### src/rtl/alarm_ring_ctrl_if.sv
// Alarm sequencer bus: arming/trigger/button inputs and the ring status outputs.
interface alarm_ring_ctrl_if;
    logic        alarm_set;
    logic        alarm_trigger;
    logic        snooze_btn;
    logic        stop_btn;
    logic        buzzer_on;
    logic        snoozing;
    logic [1:0]  ring_state;
    logic [3:0]  snooze_count;
    logic [15:0] remaining_secs;
    logic        missed_alarm;

    modport master (
        output alarm_set, alarm_trigger, snooze_btn, stop_btn,
        input  buzzer_on, snoozing, ring_state, snooze_count, remaining_secs, missed_alarm
    );

    modport slave (
        input  alarm_set, alarm_trigger, snooze_btn, stop_btn,
        output buzzer_on, snoozing, ring_state, snooze_count, remaining_secs, missed_alarm
    );
endinterface

### src/rtl/alarm_ring_ctrl.sv
// Alarm ring sequencer: rings on a rising match flag, handles snooze/stop,
// caps snoozes per event and flags a ring period that timed out unanswered.
module alarm_ring_ctrl #(
    parameter int RING_TIMEOUT = 60,
    parameter int SNOOZE_SECS  = 300,
    parameter int MAX_SNOOZE   = 3
) (
    input  logic              clk_1hz,
    input  logic              reset,
    alarm_ring_ctrl_if.slave  bus
);
    typedef enum logic [1:0] {
        IDLE    = 2'd0,
        RINGING = 2'd1,
        SNOOZE  = 2'd2
    } state_t;

    localparam logic [15:0] RING_LOAD   = 16'(RING_TIMEOUT - 1);
    localparam logic [15:0] SNOOZE_LOAD = 16'(SNOOZE_SECS - 1);
    localparam logic [3:0]  SNZ_MAX     = 4'(MAX_SNOOZE);

    state_t      state_q, state_d;
    logic        trig_q, trig_d;
    logic        buzzer_q, buzzer_d;
    logic        snoozing_q, snoozing_d;
    logic [3:0]  cnt_q, cnt_d;
    logic [15:0] rem_q, rem_d;
    logic        missed_q, missed_d;
    logic        start;

    // Only the rising edge of the match flag starts an event; a held flag does not.
    assign start = bus.alarm_trigger & ~trig_q;

    always_comb begin
        state_d  = state_q;
        trig_d   = bus.alarm_trigger;
        cnt_d    = cnt_q;
        rem_d    = rem_q;
        missed_d = missed_q;
        case (state_q)
            IDLE: begin
                rem_d = '0;
                if (bus.stop_btn) missed_d = 1'b0;
                if (start && bus.alarm_set) begin
                    state_d = RINGING;
                    rem_d   = RING_LOAD;
                    cnt_d   = '0;
                end
            end
            RINGING: begin
                if (!bus.alarm_set) begin
                    state_d = IDLE;
                    rem_d   = '0;
                end else if (bus.stop_btn) begin
                    state_d  = IDLE;
                    rem_d    = '0;
                    missed_d = 1'b0;
                end else if (bus.snooze_btn && cnt_q < SNZ_MAX) begin
                    state_d = SNOOZE;
                    rem_d   = SNOOZE_LOAD;
                    cnt_d   = cnt_q + 4'd1;
                end else if (rem_q == '0) begin
                    state_d  = IDLE;
                    missed_d = 1'b1;
                end else begin
                    rem_d = rem_q - 16'd1;
                end
            end
            SNOOZE: begin
                if (!bus.alarm_set) begin
                    state_d = IDLE;
                    rem_d   = '0;
                end else if (bus.stop_btn) begin
                    state_d  = IDLE;
                    rem_d    = '0;
                    missed_d = 1'b0;
                end else if (rem_q == '0) begin
                    state_d = RINGING;
                    rem_d   = RING_LOAD;
                end else begin
                    rem_d = rem_q - 16'd1;
                end
            end
            default: begin
                state_d = IDLE;
                rem_d   = '0;
            end
        endcase
        buzzer_d   = (state_d == RINGING);
        snoozing_d = (state_d == SNOOZE);
    end

    always_ff @(posedge clk_1hz or posedge reset) begin
        if (reset) begin
            state_q    <= IDLE;
            trig_q     <= 1'b0;
            buzzer_q   <= 1'b0;
            snoozing_q <= 1'b0;
            cnt_q      <= '0;
            rem_q      <= '0;
            missed_q   <= 1'b0;
        end else begin
            state_q    <= state_d;
            trig_q     <= trig_d;
            buzzer_q   <= buzzer_d;
            snoozing_q <= snoozing_d;
            cnt_q      <= cnt_d;
            rem_q      <= rem_d;
            missed_q   <= missed_d;
        end
    end

    assign bus.buzzer_on      = buzzer_q;
    assign bus.snoozing       = snoozing_q;
    assign bus.ring_state     = state_q;
    assign bus.snooze_count   = cnt_q;
    assign bus.remaining_secs = rem_q;
    assign bus.missed_alarm   = missed_q;
endmodule

### src/flat_wrapper.sv
// flat-port wrapper written by rule: the top's interface ports become plain ports
module alarm_ring_ctrl_flat 
#(
    parameter int RING_TIMEOUT = 60,
    parameter int SNOOZE_SECS  = 300,
    parameter int MAX_SNOOZE   = 3
)
  (clk_1hz, reset, bus_alarm_set, bus_alarm_trigger, bus_snooze_btn, bus_stop_btn, bus_buzzer_on, bus_snoozing, bus_ring_state, bus_snooze_count, bus_remaining_secs, bus_missed_alarm);
  alarm_ring_ctrl_if bus_i ();
  input  logic clk_1hz;
  input  logic reset;
  input wire logic [$bits(bus_i.alarm_set)-1:0] bus_alarm_set;
  input wire logic [$bits(bus_i.alarm_trigger)-1:0] bus_alarm_trigger;
  input wire logic [$bits(bus_i.snooze_btn)-1:0] bus_snooze_btn;
  input wire logic [$bits(bus_i.stop_btn)-1:0] bus_stop_btn;
  output wire logic [$bits(bus_i.buzzer_on)-1:0] bus_buzzer_on;
  output wire logic [$bits(bus_i.snoozing)-1:0] bus_snoozing;
  output wire logic [$bits(bus_i.ring_state)-1:0] bus_ring_state;
  output wire logic [$bits(bus_i.snooze_count)-1:0] bus_snooze_count;
  output wire logic [$bits(bus_i.remaining_secs)-1:0] bus_remaining_secs;
  output wire logic [$bits(bus_i.missed_alarm)-1:0] bus_missed_alarm;
  assign bus_i.alarm_set = bus_alarm_set;
  assign bus_i.alarm_trigger = bus_alarm_trigger;
  assign bus_i.snooze_btn = bus_snooze_btn;
  assign bus_i.stop_btn = bus_stop_btn;
  assign bus_buzzer_on = bus_i.buzzer_on;
  assign bus_snoozing = bus_i.snoozing;
  assign bus_ring_state = bus_i.ring_state;
  assign bus_snooze_count = bus_i.snooze_count;
  assign bus_remaining_secs = bus_i.remaining_secs;
  assign bus_missed_alarm = bus_i.missed_alarm;
  alarm_ring_ctrl #(.RING_TIMEOUT(RING_TIMEOUT), .SNOOZE_SECS(SNOOZE_SECS), .MAX_SNOOZE(MAX_SNOOZE)) u_core (.clk_1hz(clk_1hz), .reset(reset), .bus(bus_i));
endmodule
### config.mk
export PLATFORM = sky130hd
export DESIGN_NAME = alarm_ring_ctrl_flat
export DESIGN_NICKNAME = d
export VERILOG_FILES = /design/src/rtl/alarm_ring_ctrl_if.sv /design/src/rtl/alarm_ring_ctrl.sv /design/src/flat_wrapper.sv
export SDC_FILE = /design/constraint.sdc
export NUM_CORES = 1
export LEC_CHECK = 0
export ABC_CLOCK_PERIOD_IN_PS = 1850
export CAP_MARGIN = 30
export CORE_UTILIZATION = 25
export CTS_CLUSTER_SIZE = 20
export DETAILED_ROUTE_END_ITERATION = 7
export GPL_ROUTABILITY_DRIVEN = 0
export GPL_TIMING_DRIVEN = 0
export HOLD_SLACK_MARGIN = 0.12
export PLACE_DENSITY_LB_ADDON = 0.08
export REMOVE_ABC_BUFFERS = 1
export SLEW_MARGIN = 20
export SYNTH_ARGS = -nofsm -noshare
export SYNTH_HDL_FRONTEND = slang
export SYNTH_SLANG_ARGS = --single-unit
### constraint.sdc
create_clock -name clk_1hz -period 1.85 [get_ports clk_1hz]
set_input_delay 0.37 -clock clk_1hz [delete_from_list [all_inputs] [get_ports clk_1hz]]
set_output_delay 0.37 -clock clk_1hz [all_outputs]
set_load 0.01 [all_outputs]
# == Yosys cells after proc, flatten, opt, wreduce, memory -nomap -nowiden ==
# Index checks and enable logic that the tools add are counted.
# W data, S select, Z words.
# totals
register_bits,26
in_bits,6
elab_cells,62
# op_classes
addsub,2
magnitude_cmp,1
eq_ne,12
n_mux,30
n_bitwise,2
n_reduce_logical,8
# ops
op,count
$mux W16,7
$pmux W16 S3,1
$logic_not A16 Y1,1
$mux W2,8
$mux W4,4
$sub A16 B1 Y16 const B,1
$reduce_and A5 Y1,2
$pmux W4 S2,1
$mux W1,6
$mux W6,1
$ne A2 B2 Y1 const B,3
$pmux W2 S3,1
$ne A5 B4 Y1 const B,1
$add A4 B1 Y4 const B,1
$eq A2 B1 Y1 const B,2
$eq A2 B2 Y1 const B,2
$lt A4 B2 Y1 const B,1
$ne A2 B1 Y1 const B,2
$ne A3 B2 Y1 const B,1
$ne A3 B3 Y1 const B,1
$pmux W1 S3,1
$reduce_bool A3 Y1,1
$logic_and A1 B1 Y1,2
$logic_not A2 Y1,1
3 further kinds,3

# == Depth between registers and ports, before layout ==
# Gate-level depths: netlist of the first run.
# logic_depth
word_depth,7
ltp_mapped,7
ltp_nobuf,7

# == Worst setup path before layout of the first run ==
# OpenSTA, ideal clock, no wires.
# synth_path
path_kind,reg2reg
startpoint,"register u_core.cnt_q[0], in the netlist u_core.bus.snooze_count[0]"
endpoint,"register u_core.rem_q[10], in the netlist u_core.bus.remaining_secs[10]"
setup_time_ns,0.128
arrival_time_ns,1.775
path_slack_ns,-0.053
path_stages_with_launch,7
path_buffers,0
cell_sequence,dfrtp_1 ha_1 or4b_2 nand3_1 nand2_1 nand2_1 nor2_1
# synth_via
elab_chain_len,6
# synth_rtl
item,line_no,source
from (decl),alarm_ring_ctrl.sv:26,"logic [3:0] cnt_q, cnt_d;"
from (signal assigned),alarm_ring_ctrl.sv:107,cnt_q <= cnt_d;
$lt A4 B2 Y1 *,alarm_ring_ctrl.sv:58,end else if (bus.snooze_btn && cnt_q < SNZ_MAX) begin
$logic_and A1 B1 Y1 *,alarm_ring_ctrl.sv:58,
$mux W16,alarm_ring_ctrl.sv:58,
$mux W16,alarm_ring_ctrl.sv:54,end else if (bus.stop_btn) begin
$mux W16,alarm_ring_ctrl.sv:51,if (!bus.alarm_set) begin
$pmux W16 S3,alarm_ring_ctrl.sv:40,case (state_q)
to (signal assigned),alarm_ring_ctrl.sv:108,rem_q <= rem_d;
to (decl),alarm_ring_ctrl.sv:27,"logic [15:0] rem_q, rem_d;"
# Mark *: on every way between the ends. The rest lies on a longest branch, timed or not.
# A chain may end at the register's enable or synchronous reset.

# == Worst setup path after layout of the first run ==
# layout_path
startpoint,"register u_core.rem_q[2], in the netlist u_core.bus.remaining_secs[2]"
endpoint,"register u_core.missed_q, in the netlist u_core.bus.missed_alarm"
# layout_via
elab_chain_len,3
# layout_rtl
item,line_no,source
$logic_not A16 Y1,alarm_ring_ctrl.sv:62,end else if (rem_q == '0) begin
$ne A3 B2 Y1 (no source line),-,
$reduce_and A5 Y1 (no source line),-,
to (signal assigned),alarm_ring_ctrl.sv:109,missed_q <= missed_d;
to (decl),alarm_ring_ctrl.sv:28,"logic missed_q, missed_d;"
# Every way passes these cells.

==> out/results.ini, run 1 <==
[clock_tree]
clk_latency_ns = 0.28
clkSinkCount = 26
cts_buffer_depth = 2
clkTransAtPathRegs_ns = 0.10
numCtsBuffers = 3
cts-root-buf = clkbuf_8
cts_tree = yes
h-tree-depth = 1

[layout]
syn_to_final_growth_pct = 51.2
layout.nets = 192
drive_above_1_share_pct = 26.4
n_antenna_cell = 0

[grt]
grt-ovfl-total = 0
grt_max_degree = 18
antenna_found_initial = 0
grt_pass1_wl_um = 5620
first_global_vias = 1142
track_usage_pct = 13.5

[detailed_routing]
final_antenna_net_count = 0
dr.pass1.iters = 4
drt_iter0_drc = 38
routed_via_density = 4.73
wl_per_cell_um = 14.2
vias = 1192
drc = 0
wirelength_um = 3570

[worst_setup_path]
timing.rr.start = u_core.bus.remaining_secs[2]$_DFFE_PP0P_
cp.arrival_ns = 2.02
path_class = reg -> reg
reg2reg_slack_ns = 0.05
end_kind = register
r2r-end = u_core.bus.missed_alarm$_DFFE_PP0P_
worstPathRequired_ns = 2.06
crit_path_start_kind = register
rr_worst_depth = 5
critPathMaxFanout = 7

[power_and_ir_drop]
total_power_uw = 1320
power_density_nw_per_um2 = 653
vdd_drop_max_mv = 0.264
p_leak_uw = 0.000882

[placed_design]
port_buffers = 30
hpwl_um = 2420
dp_slack_ns = -0.480

[sta]
worst_pin_slew_ns = 0.684
fmax_mhz = 554
setup_violations = 0
final.setup_skew_ns = 0.00511
slew_viol_final = 0
hold_viol_final = 0
post-route-min-period_ns = 1.80
rsz0062_at_grt = yes
period_share_pct = 97.5
max-slew-margin-rel_pct = 54.3
layout_setup_ws_ns = 0.0460

[logic_synthesis]
synth-compound-area-share_pct = 10.5
yosysWarnings = 0
postSynth.asyncResetShare_pct = 100
ys_seq_area_share_pct = 48.6
synthAdderAreaFrac_pct = 2.81
synth_xor_xnor_area_share_pct = 7.20
synth_area_um2 = 1340
synth_mux_area_share_pct = 0
yosys.area_share.simple_pct = 29.5
synthFlopType = dfrtp_1
synth_edf_count = 0
syn_area_per_cell_um2 = 9.98
synth_cell_type_count = 36
synth_top_family_by_area = simple AND/OR/NAND/NOR gates
syn_inst = 134
ys_seq_elements = 26

[floorplanning]
dieArea_um2 = 5650
chipWidth_um = 75.1
coreArea_um2 = 5140
rows = 26
start_util_pct = 26.0
fp.dieH_um = 75.1
ios = 31

[worst_hold_path]
hp-class = in -> async

[run]
drv_cap = 0

[run_status]
status = complete, no violations

how the worst max path moves through the flow:
stage	start	end	slack (ns)	cells past startpoint
final	u_core.bus.remaining_secs[2]$_DFFE_PP0P_	u_core.bus.missed_alarm$_DFFE_PP0P_	0.05	5
after global routing	u_core.bus.remaining_secs[1]$_DFFE_PP0P_	u_core.bus.remaining_secs[3]$_DFFE_PP0P_	-0.05	8
after CTS	u_core.bus.remaining_secs[1]$_DFFE_PP0P_	u_core.bus.remaining_secs[11]$_DFFE_PP0P_	-0.01	5
after detailed placement	bus_snooze_btn	u_core.bus.remaining_secs[6]$_DFFE_PP0P_	-0.48	6
after global placement	bus_snooze_btn	u_core.bus.remaining_secs[6]$_DFFE_PP0P_	-0.47	6
after floorplan	u_core.bus.snooze_count[0]$_DFFE_PP0P_	u_core.bus.remaining_secs[10]$_DFFE_PP0P_	-0.05	6
power breakdown:
part           total (uW)  leakage [uW]  switching (uW)  internal, uW
sequential            610      0.000350            24.7           585
combinational         330      0.000503             158           171
clock                 381     0.0000288             190           191
total                1320      0.000882             373           947
final cells by class:
cell class / instances / area (um^2)
multi-input cells: 104 / 800
flip-flops and latches: 26 / 656
repair buffers: 43 / 405
well taps: 70 / 87.6
clock buffers: 4 / 55.1
inverters: 5 / 18.8
fillers: 539 / 3120
layer usage:
layer | vias up | GRT usage, % | wire length, um
li1 | 566 | - | -
met1 | 588 | 18.8 | 1690
met2 | 31 | 20.7 | 1640
met3 | 7 | 2.14 | 158
met4 | 0 | 5.56 | 74
met5 | - | 0 | 0
critical path, stage by stage (launching register included):
cell and delay (ns):
dfrtp_2 0.48, or4_4 0.56, nor4b_4 0.24, and2_2 0.22
a41oi_2 0.12, a21oi_2 0.11
sequential cells by signal, indices dropped and copies added (netlist names):
name and cells:
u_core.bus.buzzer_on 1, u_core.bus.missed_alarm 1, u_core.bus.remaining_secs 16, u_core.bus.ring_state 2
u_core.bus.snooze_count 4, u_core.bus.snoozing 1, u_core.trig_q 1
cell usage after synthesis (all sizes together), types with 3 or more instances:
library cell	count	area (um^2)
nor2	15	56.3
ha	3	37.5
nor4	5	58.8
a21oi	5	28.8
o21ai	7	35.0
dfrtp	26	651
nand2	15	56.3
nor2b	8	50.1
xnor2	9	78.8
inv	5	18.8
nand2b	4	25.0
nor3	5	25.0
nand3	3	15.0
through the flow:
stage | std cells | instance area [um^2] | hold slack [ns] | TNS, ns | utilization, %
2_1_floorplan | 134 | 1340 | 0.401 | -0.555 | -
3_3_place_gp | 234 | 1730 | 0.503 | -7.12 | 33.6
3_5_place_dp | 235 | 1740 | 0.510 | -7.20 | 33.8
4_1_cts | 243 | 1880 | 0.529 | -0.0116 | 36.5
5_1_grt | 252 | 2020 | 0.550 | -0.296 | 39.3
6_report | 252 | 2020 | 0.489 | 0 | 39.3
cell usage in the layout (no fill, tap or decap), drive strengths merged:
cell type	n
a21o	2
a21oi	5
a221oi	1
a22oi	1
a31oi	2
a41oi	1
and2	2
and2b	1
and4b	1
buf	13
clkbuf	4
clkdlybuf4s50	30
dfrtp	26
ha	3
inv	5
nand2	16
nand2b	4
nand3	3
nand4	2
nor2	15
nor2b	8
nor3	5
nor3b	1
nor4	5
nor4b	2
o21a	1
o21ai	7
o31a	1
or2	1
or4	2
or4b	1
xnor2	9
xor2	2
kinds of logic (layout without fill, tap and decap cells):
logic type | count (synthesis) | in the layout
buffers and inverters | 5 | 52
adders and majority gates | 3 | 3
DFF | 26 | 26
and+or+nand+nor | 68 | 69
xor gates and xnor gates | 11 | 11
AOI/OAI and AO/OA | 21 | 21
timing repair:
item	CTS	global route
hold buffers	0	0
gates resized for setup	12	19
pin swaps	6	8
setup buffers	3	9
cloned	1	0
setup endpoints to repair	21	12
Power figures use the tool's default switching activity.
==> run 2: changes to the inputs <==
Settings changed: TNS_END_PERCENT from default to 5.
==> out/results.ini, run 2 (synthesis results as in run 1) <==
[layout]
n_antenna_cell = 0  ; unchanged
syn_to_final_growth_pct = 48.6
layout.nets = 190  ; -1.0%
multi_input_area_um2 = 782  ; -2.2%
register_area_um2 = 657  ; +0.19%
drive_above_1_share_pct = 24.4  ; -1.9 points
num-fill-cells = 547  ; +1.5%
layout_commonest_cell = clkdlybuf4s50_1
final_cell_mix = clkdlybuf4s50_1 (30), dfrtp_1 (21), nor2_1 (15)
largest_reg_flops = 16  ; unchanged

[worst_setup_path]
path_class = reg -> reg
end_kind = register
rr_worst_depth = 5  ; unchanged
worstPathRequired_ns = 2.06  ; about the same
critPathMaxFanout = 7  ; unchanged
cp.arrival_ns = 2.01  ; about the same
crit_path_start_kind = register

[power_and_ir_drop]
total_power_uw = 1310  ; -1.0%
p_leak_uw = 0.000857  ; -2.8%
vdd_drop_max_mv = 0.266  ; +0.63%
power_density_nw_per_um2 = 658  ; +0.74%

[sta]
final.setup_skew_ns = 0.00379  ; -0.00132 ns
slew_viol_final = 0  ; unchanged
max-slew-margin-rel_pct = 53.9  ; -0.45 points
fmax_mhz = 556  ; +0.22%
period_share_pct = 97.3  ; -0.22 points
setup_violations = 0  ; unchanged
whs_ns = 0.495  ; +0.00623 ns
worst_pin_slew_ns = 0.691  ; +0.00679 ns
rsz0062_at_grt = yes
hold_viol_final = 0  ; unchanged
post-route-min-period_ns = 1.80  ; -0.00398 ns

[floorplanning]
chipWidth_um = 75.1  ; unchanged
start_util_pct = 26.0  ; unchanged
rows = 26  ; unchanged
fp.dieH_um = 75.1  ; unchanged
coreArea_um2 = 5140  ; unchanged
ios = 31  ; unchanged
dieArea_um2 = 5650  ; unchanged

[worst_hold_path]
hp-class = in -> async

[grt]
grtUsageMet1_pct = 18.7  ; -0.17 points
top_usage_layer = met2
use_met3_pct = 2.14  ; unchanged
grt_max_degree = 18  ; unchanged
first_global_vias = 1137  ; -0.44%
grt-ovfl-total = 0  ; unchanged
groute.layer.met2.usage_pct = 20.7  ; unchanged
grt_pass1_wl_um = 5600  ; -0.50%
track_usage_pct = 13.4  ; -0.056 points
antenna_found_initial = 0  ; unchanged

[detailed_routing]
wl_per_cell_um = 14.2  ; +0.29%
vias = 1174  ; -1.5%
drc = 0  ; unchanged
wirelength_um = 3550  ; -0.50%
drt_iter0_drc = 31  ; -18%
final_antenna_net_count = 0  ; unchanged
routed_via_density = 4.70  ; -0.72%
dr.pass1.iters = 4  ; unchanged

[clock_tree]
numCtsBuffers = 3  ; unchanged
cts_buffer_depth = 2  ; unchanged
cts-root-buf = clkbuf_8
clkSinkCount = 26  ; unchanged
holdBufCountCts = 0  ; unchanged
clkTransAtPathRegs_ns = 0.09  ; about the same
h-tree-depth = 1  ; unchanged
clk_latency_ns = 0.27  ; about the same
cts_tree = yes

[run_status]
status = complete, no violations

[run]
drv_cap = 0  ; unchanged

[placed_design]
port_buffers = 30  ; unchanged
hpwl_um = 2420  ; unchanged

[run 2: area by class of cell]
| cell class | count | share of cell area [%] |
|---|---|---|
| Clock buffer | 4 | 2.77 |
| Inverter | 5 | 0.945 |
| Multi-Input combinational cell | 104 | 39.4 |
| Sequential cell | 26 | 33.1 |
| Tap cell | 70 | 4.41 |
| Timing Repair Buffer | 41 | 19.5 |
[run 2: what timing repair did]
action,in CTS,in global routing
cloned,1,0
endpoints found under the setup margin,21,14
pin swaps,4,7
resized for setup,10,17
buffers inserted,2,8
[run 2: path summary, 6_finish.rpt]
check | to | from | slack [ns]
max reg2reg | u_core.bus.missed_alarm$_DFFE_PP0P_ | u_core.bus.remaining_secs[2]$_DFFE_PP0P_ | 0.05
min in group clk_1hz | u_core.bus.snooze_count[1]$_DFFE_PP0P_ | u_core.bus.snooze_count[1]$_DFFE_PP0P_ | 0.53
max in group asynchronous | u_core.bus.remaining_secs[2]$_DFFE_PP0P_ | reset | 0.80
min reg2reg | u_core.bus.snooze_count[1]$_DFFE_PP0P_ | u_core.bus.snooze_count[1]$_DFFE_PP0P_ | 0.53
min | u_core.bus.remaining_secs[10]$_DFFE_PP0P_ | reset | 0.50
max | u_core.bus.missed_alarm$_DFFE_PP0P_ | u_core.bus.remaining_secs[2]$_DFFE_PP0P_ | 0.05
[run 2: worst max-delay path, stage by stage, from the launching register on]
cell and delay (ns):
dfrtp_2 0.48, or4_4 0.56, nor4b_4 0.24, and2_2 0.22
a41oi_2 0.12, a21oi_2 0.11
[run 2: per-layer routing]
metal | routed length (um) | vias up
met1 | 1750 | 581
met5 | 0 | -
met4 | 59 | 0
li1 | - | 564
met2 | 1630 | 24
met3 | 109 | 5
[run 2: where the power goes]
part           switching, uW  total [uW]  internal, uW
Sequential              25.7         611           585
Clock                    186         376           191
Combinational            155         320           164
[run 2: stage by stage]
stage          area, um^2  utilization, %  setup slack [ns]  setup TNS (ns)  std cells
2_1_floorplan        1340               -           -0.0532          -0.555        134
5_1_grt              1990            38.7           -0.0427          -0.221        250
6_report             1990            38.7            0.0500               0        250
3_5_place_dp         1740            33.8            -0.480           -7.20        235
3_3_place_gp         1730            33.6            -0.467           -7.12        234
4_1_cts              1860            36.2           -0.0228         -0.0513        242
